File: config.mk
export PLATFORM = sky130hd
export DESIGN_NAME = amber_wb_guard
export DESIGN_NICKNAME = d
export VERILOG_FILES = /design/src/rtl/amber_wb_guard_pkg.sv /design/src/rtl/amber_evt_fifo.sv /design/src/rtl/amber_wb_guard.sv
export SDC_FILE = /design/constraint.sdc
export NUM_CORES = 1
export LEC_CHECK = 0
export ABC_AREA = 1
export CAP_MARGIN = 20
export CORE_ASPECT_RATIO = 1.1
export CORE_MARGIN = 10
export CORE_UTILIZATION = 57
export DETAILED_ROUTE_END_ITERATION = 7
export GPL_ROUTABILITY_DRIVEN = 0
export GPL_TIMING_DRIVEN = 0
export PLACE_DENSITY = 0.8
export REMOVE_ABC_BUFFERS = 1
export SYNTH_ARGS = -nofsm -noshare
export SYNTH_HDL_FRONTEND = slang
export SYNTH_HIERARCHICAL = 1
export SYNTH_SLANG_ARGS = --single-unit
File: constraint.sdc
create_clock -name i_clk -period 4.14 [get_ports i_clk]
set_input_delay 0.828 -clock i_clk [delete_from_list [all_inputs] [get_ports i_clk]]
set_output_delay 0.828 -clock i_clk [all_outputs]
set_load 0.005 [all_outputs]
File: src/rtl/amber_wb_guard_pkg.sv
// Shared types and constants for the Amber Wishbone guard stage:
// bus FSM states, watchdog/drop-counter sizing and channel-index width helper.
package amber_wb_guard_pkg;

  typedef enum logic [1:0] {
    IDLE = 2'd0,
    BUS  = 2'd1,
    RESP = 2'd2
  } bus_state_e;

  localparam int WDOG_W = 16;
  localparam int DROP_W = 16;
  localparam logic [DROP_W-1:0] DROP_SAT = 16'hFFFF;

  // A single channel still needs a 1-bit index field in the trace word
  function automatic int ch_idx_w(input int n_ch);
    return (n_ch > 1) ? $clog2(n_ch) : 1;
  endfunction

endpackage

File: src/rtl/amber_evt_fifo.sv
// First-word-fall-through FIFO for event trace words; head entry is visible
// on o_data whenever o_empty is low. Push while full is accepted only with a pop.
module amber_evt_fifo #(
  parameter int WIDTH = 8,
  parameter int DEPTH = 16
) (
  input  logic             i_clk,
  input  logic             i_rst_n,
  input  logic             i_push,
  input  logic [WIDTH-1:0] i_data,
  input  logic             i_pop,
  output logic [WIDTH-1:0] o_data,
  output logic             o_full,
  output logic             o_empty
);

  localparam int AW = (DEPTH > 1) ? $clog2(DEPTH) : 1;

  logic [WIDTH-1:0] mem_q [DEPTH];
  logic [AW-1:0]    wr_ptr_q;
  logic [AW-1:0]    rd_ptr_q;
  logic [AW:0]      count_q;
  logic             do_push_s;
  logic             do_pop_s;

  assign o_full    = (count_q == (AW+1)'(DEPTH));
  assign o_empty   = (count_q == '0);
  assign do_pop_s  = i_pop && !o_empty;
  assign do_push_s = i_push && (!o_full || do_pop_s);
  assign o_data    = mem_q[rd_ptr_q];

  // Storage, pointers and occupancy
  always_ff @(posedge i_clk or negedge i_rst_n) begin
    if (!i_rst_n) begin
      for (int i = 0; i < DEPTH; i++) begin
        mem_q[i] <= '0;
      end
      wr_ptr_q <= '0;
      rd_ptr_q <= '0;
      count_q  <= '0;
    end else begin
      if (do_push_s) begin
        mem_q[wr_ptr_q] <= i_data;
        wr_ptr_q        <= wr_ptr_q + AW'(1);
      end
      if (do_pop_s) begin
        rd_ptr_q <= rd_ptr_q + AW'(1);
      end
      case ({do_push_s, do_pop_s})
        2'b10:   count_q <= count_q + (AW+1)'(1);
        2'b01:   count_q <= count_q - (AW+1)'(1);
        default: count_q <= count_q;
      endcase
    end
  end

endmodule

File: src/rtl/amber_wb_guard.sv
// Registered Wishbone stage between an Amber core and the interconnect, with a
// watchdog that aborts unanswered cycles and a multi-channel event trace FIFO.
module amber_wb_guard
  import amber_wb_guard_pkg::*;
#(
  parameter int WB_DWIDTH      = 32,
  parameter int TIMEOUT_CYCLES = 256,
  parameter int EVT_CH         = 4,
  parameter int EVT_WIDTH      = 32,
  parameter int EVT_DEPTH      = 16
) (
  input  logic                          i_clk,
  input  logic                          i_rst_n,
  input  logic [31:0]                   i_core_wb_adr,
  input  logic [WB_DWIDTH/8-1:0]        i_core_wb_sel,
  input  logic                          i_core_wb_we,
  input  logic [WB_DWIDTH-1:0]          i_core_wb_dat,
  input  logic                          i_core_wb_cyc,
  input  logic                          i_core_wb_stb,
  output logic [WB_DWIDTH-1:0]          o_core_wb_dat,
  output logic                          o_core_wb_ack,
  output logic                          o_core_wb_err,
  output logic [31:0]                   o_wb_adr,
  output logic [WB_DWIDTH/8-1:0]        o_wb_sel,
  output logic                          o_wb_we,
  output logic [WB_DWIDTH-1:0]          o_wb_dat,
  output logic                          o_wb_cyc,
  output logic                          o_wb_stb,
  input  logic [WB_DWIDTH-1:0]          i_wb_dat,
  input  logic                          i_wb_ack,
  input  logic                          i_wb_err,
  output logic                          o_timeout,
  input  logic                          i_timeout_clr,
  input  logic [EVT_CH-1:0]             i_evt_strobe,
  input  logic [EVT_CH*EVT_WIDTH-1:0]   i_evt_data,
  output logic                          o_evt_valid,
  input  logic                          i_evt_ready,
  output logic [ch_idx_w(EVT_CH)-1:0]   o_evt_ch,
  output logic [EVT_WIDTH-1:0]          o_evt_data,
  output logic [DROP_W-1:0]             o_evt_drop_cnt
);

  localparam int SW  = WB_DWIDTH / 8;
  localparam int CHW = ch_idx_w(EVT_CH);
  localparam int FW  = CHW + EVT_WIDTH;
  localparam logic [WDOG_W-1:0] WDOG_LAST = WDOG_W'(TIMEOUT_CYCLES - 1);

  bus_state_e           state_q;
  logic [WDOG_W-1:0]    wdog_q;
  logic [31:0]          wb_adr_q;
  logic [SW-1:0]        wb_sel_q;
  logic                 wb_we_q;
  logic [WB_DWIDTH-1:0] wb_dat_q;
  logic                 wb_cyc_q;
  logic                 wb_stb_q;
  logic [WB_DWIDTH-1:0] core_dat_q;
  logic                 core_ack_q;
  logic                 core_err_q;
  logic                 timeout_q;

  assign o_wb_adr      = wb_adr_q;
  assign o_wb_sel      = wb_sel_q;
  assign o_wb_we       = wb_we_q;
  assign o_wb_dat      = wb_dat_q;
  assign o_wb_cyc      = wb_cyc_q;
  assign o_wb_stb      = wb_stb_q;
  assign o_core_wb_dat = core_dat_q;
  assign o_core_wb_ack = core_ack_q;
  assign o_core_wb_err = core_err_q;
  assign o_timeout     = timeout_q;

  // Bus sequencer: issue, watch for response or watchdog expiry, one-cycle reply
  always_ff @(posedge i_clk or negedge i_rst_n) begin
    if (!i_rst_n) begin
      state_q    <= IDLE;
      wdog_q     <= '0;
      wb_adr_q   <= '0;
      wb_sel_q   <= '0;
      wb_we_q    <= 1'b0;
      wb_dat_q   <= '0;
      wb_cyc_q   <= 1'b0;
      wb_stb_q   <= 1'b0;
      core_dat_q <= '0;
      core_ack_q <= 1'b0;
      core_err_q <= 1'b0;
      timeout_q  <= 1'b0;
    end else begin
      // A timeout raised further down overrides this clear
      if (i_timeout_clr) begin
        timeout_q <= 1'b0;
      end
      case (state_q)
        IDLE: begin
          core_ack_q <= 1'b0;
          core_err_q <= 1'b0;
          if (i_core_wb_cyc && i_core_wb_stb) begin
            wb_adr_q <= i_core_wb_adr;
            wb_sel_q <= i_core_wb_sel;
            wb_we_q  <= i_core_wb_we;
            wb_dat_q <= i_core_wb_dat;
            wb_cyc_q <= 1'b1;
            wb_stb_q <= 1'b1;
            wdog_q   <= '0;
            state_q  <= BUS;
          end
        end
        BUS: begin
          if (i_wb_err) begin
            core_err_q <= 1'b1;
            wb_cyc_q   <= 1'b0;
            wb_stb_q   <= 1'b0;
            state_q    <= RESP;
          end else if (i_wb_ack) begin
            core_ack_q <= 1'b1;
            core_dat_q <= i_wb_dat;
            wb_cyc_q   <= 1'b0;
            wb_stb_q   <= 1'b0;
            state_q    <= RESP;
          end else if (wdog_q == WDOG_LAST) begin
            core_err_q <= 1'b1;
            timeout_q  <= 1'b1;
            wb_cyc_q   <= 1'b0;
            wb_stb_q   <= 1'b0;
            state_q    <= RESP;
          end else begin
            wdog_q <= wdog_q + WDOG_W'(1);
          end
        end
        RESP: begin
          core_ack_q <= 1'b0;
          core_err_q <= 1'b0;
          state_q    <= IDLE;
        end
        default: begin
          core_ack_q <= 1'b0;
          core_err_q <= 1'b0;
          wb_cyc_q   <= 1'b0;
          wb_stb_q   <= 1'b0;
          state_q    <= IDLE;
        end
      endcase
    end
  end

  logic [EVT_CH-1:0]    pend_valid_q;
  logic [EVT_CH-1:0]    pend_valid_d;
  logic [EVT_WIDTH-1:0] pend_data_q [EVT_CH];
  logic [EVT_CH-1:0]    served_s;
  logic [EVT_CH-1:0]    load_s;
  logic [CHW-1:0]       sel_ch_s;
  logic [EVT_WIDTH-1:0] sel_data_s;
  logic                 sel_any_s;
  logic [3:0]           n_drop_s;
  logic [DROP_W:0]      drop_sum_s;
  logic [DROP_W-1:0]    drop_cnt_q;
  logic [DROP_W-1:0]    drop_cnt_d;
  logic                 fifo_push_s;
  logic                 fifo_pop_s;
  logic                 fifo_full_s;
  logic                 fifo_empty_s;
  logic [FW-1:0]        fifo_rdata_s;

  assign fifo_pop_s     = i_evt_ready && !fifo_empty_s;
  assign fifo_push_s    = sel_any_s && (!fifo_full_s || fifo_pop_s);
  assign o_evt_valid    = !fifo_empty_s;
  assign o_evt_ch       = fifo_rdata_s[FW-1:EVT_WIDTH];
  assign o_evt_data     = fifo_rdata_s[EVT_WIDTH-1:0];
  assign o_evt_drop_cnt = drop_cnt_q;

  // Lowest-index pending channel gets the single FIFO write slot
  always_comb begin
    sel_ch_s   = '0;
    sel_data_s = '0;
    for (int c = EVT_CH - 1; c >= 0; c--) begin
      sel_ch_s   = pend_valid_q[c] ? CHW'(c) : sel_ch_s;
      sel_data_s = pend_valid_q[c] ? pend_data_q[c] : sel_data_s;
    end
    sel_any_s = |pend_valid_q;
  end

  // A strobe refills a free or just-drained slot; otherwise it is counted as dropped
  always_comb begin
    pend_valid_d = pend_valid_q;
    served_s     = '0;
    load_s       = '0;
    n_drop_s     = '0;
    for (int c = 0; c < EVT_CH; c++) begin
      served_s[c] = fifo_push_s && (sel_ch_s == CHW'(c));
      if (i_evt_strobe[c] && (!pend_valid_q[c] || served_s[c])) begin
        load_s[c]       = 1'b1;
        pend_valid_d[c] = 1'b1;
      end else if (i_evt_strobe[c]) begin
        n_drop_s = n_drop_s + 4'd1;
      end else if (served_s[c]) begin
        pend_valid_d[c] = 1'b0;
      end else begin
        pend_valid_d[c] = pend_valid_q[c];
      end
    end
    drop_sum_s = {1'b0, drop_cnt_q} + (DROP_W+1)'(n_drop_s);
    drop_cnt_d = drop_sum_s[DROP_W] ? DROP_SAT : drop_sum_s[DROP_W-1:0];
  end

  // Pending slots and saturating drop counter
  always_ff @(posedge i_clk or negedge i_rst_n) begin
    if (!i_rst_n) begin
      pend_valid_q <= '0;
      drop_cnt_q   <= '0;
      for (int c = 0; c < EVT_CH; c++) begin
        pend_data_q[c] <= '0;
      end
    end else begin
      pend_valid_q <= pend_valid_d;
      drop_cnt_q   <= drop_cnt_d;
      for (int c = 0; c < EVT_CH; c++) begin
        if (load_s[c]) begin
          pend_data_q[c] <= i_evt_data[c*EVT_WIDTH +: EVT_WIDTH];
        end
      end
    end
  end

  amber_evt_fifo #(
    .WIDTH (FW),
    .DEPTH (EVT_DEPTH)
  ) u_evt_fifo (
    .i_clk   (i_clk),
    .i_rst_n (i_rst_n),
    .i_push  (fifo_push_s),
    .i_data  ({sel_ch_s, sel_data_s}),
    .i_pop   (fifo_pop_s),
    .o_data  (fifo_rdata_s),
    .o_full  (fifo_full_s),
    .o_empty (fifo_empty_s)
  );

endmodule

==> summary.json <==
{
  "grt_antenna_before_repair": 3,
  "worst_ir_drop_vdd_uv": 501,
  "tritoncts_num_sinks": 828,
  "port-buffer-count": 397,
  "timing.max_slew.rel_slack_pct": 29.4,
  "min_period_ns": 4.04,
  "detailedPlace.worstSlack_ns": -0.936,
  "number_of_global_route_vias_before_repair": 31400,
  "gr-usage-met3_pct": 8.83,
  "synth_enable_flop_cells": 0,
  "critical_path_required_ns": 3.31,
  "synth_sequential_area_ratio_pct": 54.9,
  "hold_viol": 0,
  "fin_ws_ns": 0.104,
  "internal_power_w": 0.0212,
  "yosys_most_used_dff": "sky130_fd_sc_hd__dfrtp_1",
  "routedWlPerCell_um": 22.6,
  "area_share_of_the_leading_cell_type_in_the_synthesized_netlist_pct": 54.9,
  "powerDensity_nw_per_um2": 778,
  "gr-max-usage-layer": "met2",
  "transition_time_at_the_pin_with_the_least_slew_margin_ns": 1.06,
  "synth_largest_area_cell": "sky130_fd_sc_hd__dfrtp_1",
  "p_seq_share_pct": 37.1,
  "max_cap_violations": 0,
  "netlist_area_before_placement_sq_um": 37700,
  "syn_area_per_cell_sq_um": 9.05,
  "total_cts_buffers": 87,
  "final-max-slew-violation-count": 0,
  "synth_cell_types": 43,
  "vias": 32000,
  "avgViaCountPerCell": 6.03,
  "n_fill_cell": 4915,
  "critical_path.startpoint_type": "flop",
  "postRouteWirelength_um": 120000,
  "die_outline_height_um": 290,
  "synth.top_cells.by_count": "893 x sky130_fd_sc_hd__nand2_1, 848 x sky130_fd_sc_hd__o21ai_0, 828 x sky130_fd_sc_hd__dfrtp_1",
  "cts_hold_repair.buffers": 0,
  "switching_power_w": 0.0138,
  "detailedRoute.firstPassIterationCount": 7,
  "finalPower_w": 0.0350,
  "power.clock.fraction_pct": 22.9,
  "grt_max_degree": 123,
  "power.share.switching_pct": 39.3,
  "floorplan.io_pins": 398,
  "comb_power_share_pct": 40.0,
  "tns_ns": 0,
  "arrival_ns": 3.21,
  "synthArstFlopShare_pct": 100,
  "cpPeakStageDelay_ns": 0.56,
  "drcViolationCount": 0,
  "grt_use_total_pct": 30.5,
  "globalRouteOverflowTotal": 0,
  "final_layout_size_suffix_gt1_share_pct": 9.66,
  "cts.reportedPaths.clkPinSlew_ns": 0.06,
  "initialDrtViolationCount": 3800,
  "nets": 4640,
  "timing.final.setup_violations": 0,
  "clock_tree.htree_level_count": 3,
  "gr-usage-met2_pct": 48.9,
  "detailedPlacementHpwl_um": 68100,
  "fin_worst_skew_ns": 0.0192,
  "met1_usage_pct": 37.4,
  "syn-instance-count": 4171,
  "rr_worst_depth": 21,
  "design.core.area_sq_um": 65400,
  "ant_nets": 0,
  "synth.ff_latch_count": 828,
  "path_cells": "buf_16 -> inv_16 -> bufbuf_16 -> nor2_1 -> o211ai_1 -> nand3_1 -> nand2_1 -> clkdlybuf4s50_1",
  "clk_root_buffer_cell": "sky130_fd_sc_hd__clkbuf_16",
  "area.growth.synth_to_final_pct": 19.2,
  "grt_pass1_wl_um": 184000,
  "crit_path_end_kind": "output port",
  "worst_hold_path_type": "primary input to async pin",
  "die_width_um": 265,
  "run_status": "finished clean",
  "tritoncts": "built",
  "yosys_warnings": 6,
  "cts-root-to-sink-buffers": 3,
  "yosys-top-cells-area": "sky130_fd_sc_hd__dfrtp_1 55%, sky130_fd_sc_hd__o21ai_0 11%, sky130_fd_sc_hd__nand2_1 8.9%, sky130_fd_sc_hd__mux2_2 4.9%, sky130_fd_sc_hd__nor2_1 3.9%",
  "fin_worst_hold_slack_ns": 0.149,
  "critical_path.max_fanout": 46,
  "critical_path.slowest_cell": "sky130_fd_sc_hd__clkdlybuf4s50_1",
  "yosys.cell_count.top_type": "sky130_fd_sc_hd__nand2_1",
  "initial_core_util_pct": 57.8,
  "power.leakage_nw": 20.2,
  "max_clock_freq_mhz": 248,
  "clock_insertion_delay_at_the_later_pin_of_the_skew_report_ns": 0.64,
  "num_rows": 98,
  "layout_worst_path_cycle_share_pct": 97.5,
  "design.die.area_sq_um": 76900,
  "critPathKind": "flop to output port"
}
-- routing by layer --
| metal | part of all wire (%) | routed length (um) |
|---|---|---|
| met3 | 11 | 13400 |
| met4 | 4.7 | 5650 |
| met2 | 47 | 56700 |
| met5 | 0.023 | 27 |
| met1 | 37 | 44100 |
-- registers in the layout (all words and copies together) (netlist names), 5 cells and up --
register            cells
wdog_q                 16
u_evt_fifo/mem_q      544
o_core_wb_dat          32
pend_data_q           128
o_wb_dat               32
u_evt_fifo/count_q      5
o_wb_adr               32
o_evt_drop_cnt         16
-- per-stage QoR --
stage	cells	instance area (sq um)	util, %
floorplan	3846	35900	-
global placement	5093	40900	62.6
detailed placement	5118	41600	63.7
CTS	5292	44800	68.6
global route	5302	45000	68.8
finish	5303	45000	68.8
-- cells in the final DEF (no fill, tap or decap), drive strengths merged --
cell             n
ha              16
nor2           400
nand3          222
mux2           165
clkbuf         131
xor2            18
o31ai            1
a21oi           69
bufinv           7
clkinvlp         3
o21ai          902
inv            136
nor4             1
dfrtp          828
o211ai         136
fa               2
nand4           13
nand3b           3
nand2          919
nor3            11
clkinv          17
a21boi           1
nor3b            1
o22ai            1
bufbuf           2
or2              6
clkdlybuf4s50  394
buf             47
diode            1
-- cell type report --
| cell class | instances | area, sq um | area share [%] |
|---|---|---|---|
| Sequential cell | 828 | 20700 | 46.1 |
| Multi-Input combinational cell | 2887 | 14800 | 32.9 |
| Timing Repair inverter | 2 | 17.5 | 0.0389 |
| Inverter | 132 | 547 | 1.22 |
| Clock buffer | 131 | 2570 | 5.72 |
| Clock inverter | 29 | 354 | 0.787 |
| Antenna cell | 1 | 2.50 | 0.00556 |
| Timing Repair Buffer | 443 | 4900 | 10.9 |
| Tap cell | 850 | 1060 | 2.36 |
-- power by group through the flow --
stage / clock network, W / registers, W / logic [W]
finish: 0.00800 / 0.0130 / 0.0140
global route: 0.00844 / 0.0133 / 0.0154
CTS: 0.00809 / 0.0130 / 0.0136
detailed placement: 0 / 0.0132 / 0.0129
global placement: 0 / 0.0137 / 0.0110
floorplan: 0 / 0.0130 / 0.00734
-- cell families after synthesis --
family | after synthesis | share of synthesized area, %
XOR/XNOR | 18 | 0.418
AO/OA/AOI/OAI | 1110 | 15.7
buffers and inverters | 457 | 6.26
adder cells (fa/ha/maj) | 18 | 0.636
AND/OR/NAND/NOR | 1575 | 17.1
flip-flops | 828 | 54.9
multiplexers | 165 | 4.92
-- path summary, 6_finish.rpt --
check                                  startpoint  slack [ns]                   end
setup reg to reg                  pend_valid_q[0]        0.29     o_evt_drop_cnt[8]
hold / removal                            i_rst_n        0.15           o_wb_adr[3]
min in group i_clk                pend_data_q[23]        0.47       pend_data_q[23]
hold reg to reg                   pend_data_q[23]        0.47       pend_data_q[23]
max in group asynchronous                 i_rst_n        1.30  u_evt_fifo/mem_q[55]
setup / recovery           u_evt_fifo/rd_ptr_q[0]        0.10        o_evt_data[18]
-- worst max-delay path, delay by kind of cell (launching register included) --
family                 cells  cell delay [ns]
DFF                        1             0.53
AOI/OAI and AO/OA          1             0.19
buffers and inverters      4             1.38
and+or+nand+nor            3             0.39
-- what timing repair did --
item / CTS / global route
endpoints found under the setup margin: 660 / 44
setup buffers: 8 / 10
cloned: 6 / 0
endpoints found under the hold margin: 0 / 0
pin swaps: 1 / 5
resized for setup: 16 / 18
Power figures use the tool's default switching activity.
